[config.mk]
export PLATFORM = sky130hd
export DESIGN_NAME = demo_pwm
export DESIGN_NICKNAME = d
export VERILOG_FILES = /design/src/rtl/demo_pwm.sv
export SDC_FILE = /design/constraint.sdc
export NUM_CORES = 1
export LEC_CHECK = 0
export CAP_MARGIN = 20
export CORE_MARGIN = 2
export CORE_UTILIZATION = 50
export CTS_CLUSTER_SIZE = 25
export DETAILED_ROUTE_END_ITERATION = 10
export GPL_ROUTABILITY_DRIVEN = 0
export GPL_TIMING_DRIVEN = 0
export PLACE_DENSITY = 0.88
export SETUP_SLACK_MARGIN = 0.02
export SYNTH_ARGS = -nofsm -noshare
export SYNTH_HDL_FRONTEND = slang
export SYNTH_SLANG_ARGS = --single-unit
export TNS_END_PERCENT = 50
[constraint.sdc]
create_clock -name Clk -period 2.76 [get_ports Clk]
set_input_delay 0.69 -clock Clk [delete_from_list [all_inputs] [get_ports Clk]]
set_output_delay 0.69 -clock Clk [all_outputs]
set_load 0.005 [all_outputs]
[src/rtl/demo_pwm.sv]
// PWM generator slaved to an external 0..COUNT_MAX counter.
// Duty updates are staged and only applied on period boundaries.
module demo_pwm #(
    parameter int WIDTH     = 8,
    parameter int COUNT_MAX = 15
) (
    input  logic             Clk,
    input  logic             rst_n,
    input  logic             En,
    input  logic [WIDTH-1:0] Count,
    input  logic [WIDTH-1:0] duty_in,
    input  logic             duty_valid,
    output logic             duty_ready,
    output logic             Pwm_out,
    output logic             period_done,
    output logic [15:0]      period_cnt
);

    typedef enum logic {
        IDLE = 1'b0,
        RUN  = 1'b1
    } state_t;

    localparam logic [WIDTH-1:0] TOP      = WIDTH'(COUNT_MAX);
    localparam logic [WIDTH-1:0] DUTY_MAX = WIDTH'(COUNT_MAX + 1);

    state_t           state;
    state_t           state_nxt;
    logic [WIDTH-1:0] duty_active;
    logic [WIDTH-1:0] duty_pend;
    logic [WIDTH-1:0] duty_sat;
    logic             pend_valid;
    logic             boundary;
    logic             accept;
    logic             transfer;

    always_comb begin
        state_nxt = state;
        unique case (state)
            IDLE:    if (En)  state_nxt = RUN;
            RUN:     if (!En) state_nxt = IDLE;
            default: state_nxt = IDLE;
        endcase
    end

    always_ff @(posedge Clk or negedge rst_n) begin
        if (!rst_n) state <= IDLE;
        else        state <= state_nxt;
    end

    assign boundary   = (state == RUN) && En && (Count == TOP);
    assign duty_ready = !pend_valid;
    assign accept     = duty_valid && duty_ready;
    // A staged value goes live immediately when idle, else only at the wrap.
    assign transfer   = pend_valid && ((state == IDLE) || boundary);
    assign duty_sat   = (duty_in > DUTY_MAX) ? DUTY_MAX : duty_in;

    always_ff @(posedge Clk or negedge rst_n) begin
        if (!rst_n) begin
            duty_active <= '0;
            duty_pend   <= '0;
            pend_valid  <= 1'b0;
        end else if (transfer) begin
            duty_active <= duty_pend;
            pend_valid  <= 1'b0;
        end else if (accept) begin
            duty_pend   <= duty_sat;
            pend_valid  <= 1'b1;
        end
    end

    always_ff @(posedge Clk or negedge rst_n) begin
        if (!rst_n) begin
            Pwm_out     <= 1'b0;
            period_done <= 1'b0;
            period_cnt  <= '0;
        end else begin
            Pwm_out     <= En && (Count < duty_active);
            period_done <= boundary;
            if (boundary && (period_cnt != 16'hFFFF))
                period_cnt <= period_cnt + 16'd1;
        end
    end

endmodule
==> results of run 1 <==
==> logic make-up after synthesis <==
kind of cell / count (synthesis) / synth area share [%]
AND/OR/NAND/NOR: 50 / 21.4
AO/OA/AOI/OAI: 16 / 6.68
XOR/XNOR: 14 / 6.82
multiplexers: 9 / 5.64
adder cells (fa/ha/maj): 8 / 5.57
flip-flops: 36 / 50.1
buffers and inverters: 15 / 3.83
==> registers in the layout, summed over array words and instances (netlist names) <==
name	flops
state	1
period_cnt	16
duty_active	8
period_done	1
Pwm_out	1
pend_valid	1
duty_pend	8
==> area by class of cell <==
type                    count  area [um^2]
clock buffers               5         37.5
well taps                  46         57.6
flip-flops and latches     36          901
plain buffers               4         27.5
inverters                  11         41.3
clock inverters             3         42.5
repair buffers             38          375
multi-input cells          97          828
fillers                   232         1080
==> Yosys cell counts (3+ instances only) <==
cell      number  area (um^2)
dfrtp_1       36          901
xor2_1        11         96.3
inv_1         10         37.5
ha_1           8          100
mux2_1         8         90.1
nand2_1        5         18.8
nand3_1        5         25.0
nand4_1        5         31.3
a22o_1         4         35.0
nor3_1         4         20.0
and2_1         3         18.8
and3_1         3         18.8
and4_1         3         26.3
nand2b_1       3         18.8
nor4_4         3         63.8
xnor2_1        3         26.3
==> per-stage QoR <==
stage / instance area (um^2) / instances / utilization [%]
after floorplan: 1800 / 148 / -
after global placement: 2240 / 232 / 66.0
after detailed placement: 2230 / 232 / 65.8
after CTS: 2310 / 240 / 68.2
after global routing: 2310 / 240 / 68.2
final: 2310 / 240 / 68.2
==> where the power goes <==
group,internal (mW),total [mW],leakage [nW],switching [mW]
Sequential,0.548,0.558,0.486,0.0109
Combinational,0.0629,0.117,0.531,0.0537
Clock,0.189,0.367,0.0412,0.178
==> worst max-delay path, cell delays in order <==
cell and delay [ps]:
clkdlybuf4s50_1 470, nor4_4 320, nand4_2 210, buf_6 210, nor4_2 290, xor2_1 180
==> placed cells by master (no fill, tap or decap), types with 5 or more instances in the layout <==
cell type | netlist | routed
clkbuf_4 | 0 | 5
clkdlybuf4s50_1 | 0 | 37
dfrtp_1 | 36 | 36
ha_1 | 8 | 8
inv_1 | 10 | 10
mux2_1 | 8 | 8
nand2_1 | 5 | 5
nand3_1 | 5 | 5
nand4_1 | 5 | 5
xor2_1 | 11 | 11
==> worst min-delay path by stage <==
stage                            start           end  slack [ps]
after detailed placement  duty_pend[4]  duty_pend[4]         470
after global routing             rst_n  duty_pend[4]         450
after global placement    duty_pend[4]  duty_pend[4]         460
after floorplan                  rst_n       Pwm_out         390
after CTS                        rst_n  duty_pend[4]         410
final                            rst_n  duty_pend[4]         400
==> routing by layer <==
metal / GRT usage (%) / wire [um]
met1: 26.1 / 1500
met2: 31.6 / 1660
met3: 6.87 / 178
met4: 10.1 / 86
met5: 0 / 0
==> impl_metrics.sql, run 1 <==
INSERT INTO impl_metrics (metric_group, metric, value, unit) VALUES
('status', 'outcome', 'completed', ''),
('synthesis', 'yosysWarnings', '0', ''),
('worst_setup_path', 'worst-setup-path-type', 'in2reg', ''),
('synthesis', 'synth-edff-count', '0', ''),
('grt', 'grt_first_pass_wirelength', '6380', 'um'),
('worst_setup_path', 'regToRegEndpoint', 'period_cnt[6]', ''),
('floorplan', 'dieArea', '4090', 'um^2'),
('sta', 'hold-worst-slack', '403', 'ps'),
('clock_tree', 'clock_transition_at_the_registers_of_the_reported_paths', '100', 'ps'),
('synthesis', 'synth.ff_latch_count', '36', ''),
('place', 'port_buffers', '38', ''),
('synthesis', 'synth-async-reset-ratio', '100', '%'),
('grt', 'grt_overflow', '0', ''),
('clock_tree', 'numClockSinks', '36', ''),
('clock_tree', 'ctsResizeCount', '0', ''),
('grt', 'largest_net_degree_at_the_start_of_global_routing', '37', ''),
('synthesis', 'synth.avg_cell_area', '12.1', 'um^2'),
('job', 'maxCapViolations', '0', ''),
('sta', 'clock-skew-final', '6.57', 'ps'),
('sta', 'setup_slack', '657', 'ps'),
('finish', 'syn2layout_area_growth', '28.5', '%'),
('sta', 'timing.final.crit_share', '76.2', '%'),
('finish', 'final_nets', '221', ''),
('clock_tree', 'cts-buffers-inserted', '5', ''),
('clock_tree', 'ctsRootBufferMaster', 'clkbuf_4', ''),
('grt', 'number_of_antenna_violations_at_the_first_check_in_global_routing', '0', ''),
('sta', 'max-slew-margin-rel', '48.8', '%'),
('sta', 'worst_pin_slew', '767', 'ps'),
('worst_setup_path', 'crit_end', 'period_cnt[9]', ''),
('route', 'average_routed_wire_per_standard_cell', '14.3', 'um'),
('synthesis', 'post_synth_inst_count', '148', ''),
('clock_tree', 'cts-hold-fix-buffers', '0', ''),
('floorplan', 'floorplan.core_area', '3390', 'um^2'),
('grt', 'gr-usage-all-layers', '20.6', '%'),
('sta', 'rsz_0062_raised_after_global_routing', 'no', ''),
('place', 'hpwl', '2650', 'um'),
('grt', 'grt_pass1_vias', '1375', ''),
('synthesis', 'synthDistinctLibCells', '42', ''),
('route', 'drtAntennaViolNets', '0', ''),
('clock_tree', 'cts_buffer_depth', '2', ''),
('worst_setup_path', 'r2r_slack', '840', 'ps'),
('route', 'initialDrtViolationCount', '68', ''),
('worst_setup_path', 'worst_setup_path_start_kind', 'primary input', ''),
('power', 'power.static_leakage', '1.06', 'nW'),
('sta', 'period_needed', '2100', 'ps'),
('finish', 'antenna_cells_inserted', '0', ''),
('worst_setup_path', 'reg2reg_from', 'period_cnt[0]', ''),
('route', 'viasPerCell', '5.67', ''),
('clock_tree', 'insertion_delay_of_the_later_clocked_pin_in_the_worst_skew_pair', '350', 'ps'),
('clock_tree', 'cts_setup_buffers', '0', ''),
('sta', 'achievable-frequency', '0.476', 'GHz'),
('worst_hold_path', 'worst_hold_path_type', 'in2async', ''),
('power', 'power.density', '451', 'nW/um^2'),
('worst_setup_path', 'crit_required', '3030', 'ps'),
('worst_setup_path', 'first_element_of_the_critical_path', 'Count[5]', ''),
('clock_tree', 'cts_tree', 'done', ''),
('route', 'drc', '0', ''),
('route', 'vias', '1360', ''),
('worst_setup_path', 'critical_path_arrival', '2380', 'ps'),
('worst_setup_path', 'cp_max_fo', '10', ''),
('floorplan', 'floorplan.rows', '21', ''),
('finish', 'share_of_cells_above_drive_strength_1', '12.4', '%'),
('floorplan', 'boundaryPins', '39', ''),
('place', 'place_ws', '268', 'ps'),
('floorplan', 'die_height', '64.0', 'um'),
('power', 'power.ir.vdd_worst', '0.381', 'mV'),
('clock_tree', 'cts.htree.levels', '2', ''),
('sta', 'final-max-slew-violation-count', '0', ''),
('worst_setup_path', 'rr_worst_depth', '6', ''),
('route', 'wirelength', '3430', 'um'),
('synthesis', 'seq_area_frac_synth', '50.1', '%'),
('synthesis', 'synthesis.area', '1800', 'um^2'),
('synthesis', 'post_synthesis_net_count', '176', ''),
('floorplan', 'die_x_extent', '64.0', 'um'),
('sta', 'fin_tns_setup', '0', 'ps'),
('sta', 'timing.final.setup_violations', '0', ''),
('floorplan', 'initial_utilization', '53.0', '%'),
('synthesis', 'ys_dominant_reg_cell', 'dfrtp_1', ''),
('route', 'drt_pass1_iterations', '4', ''),
('power', 'finalPower', '1.04', 'mW'),
('worst_setup_path', 'crit_path_end_kind', 'flop', ''),
('sta', 'hold_viol', '0', '');
Note: power is estimated with default switching activity, not from simulation.
==> run 2, diff against run 1 <==
- clock period: 2.76 -> 2.1 ns (I/O delays scaled with it)
==> results of run 2 <==
The final DEF is identical to that of run 1. Status: completed.
Among the figures that moved: setup slack after placement 268 ps -> -227 ps; setup slack after layout 657 ps -> 162 ps; hold slack 403 ps -> 238 ps; register-to-register setup slack 840 ps -> 180 ps; total power 1.04 mW -> 1.37 mW; worst IR drop on VDD 0.381 mV -> 0.501 mV
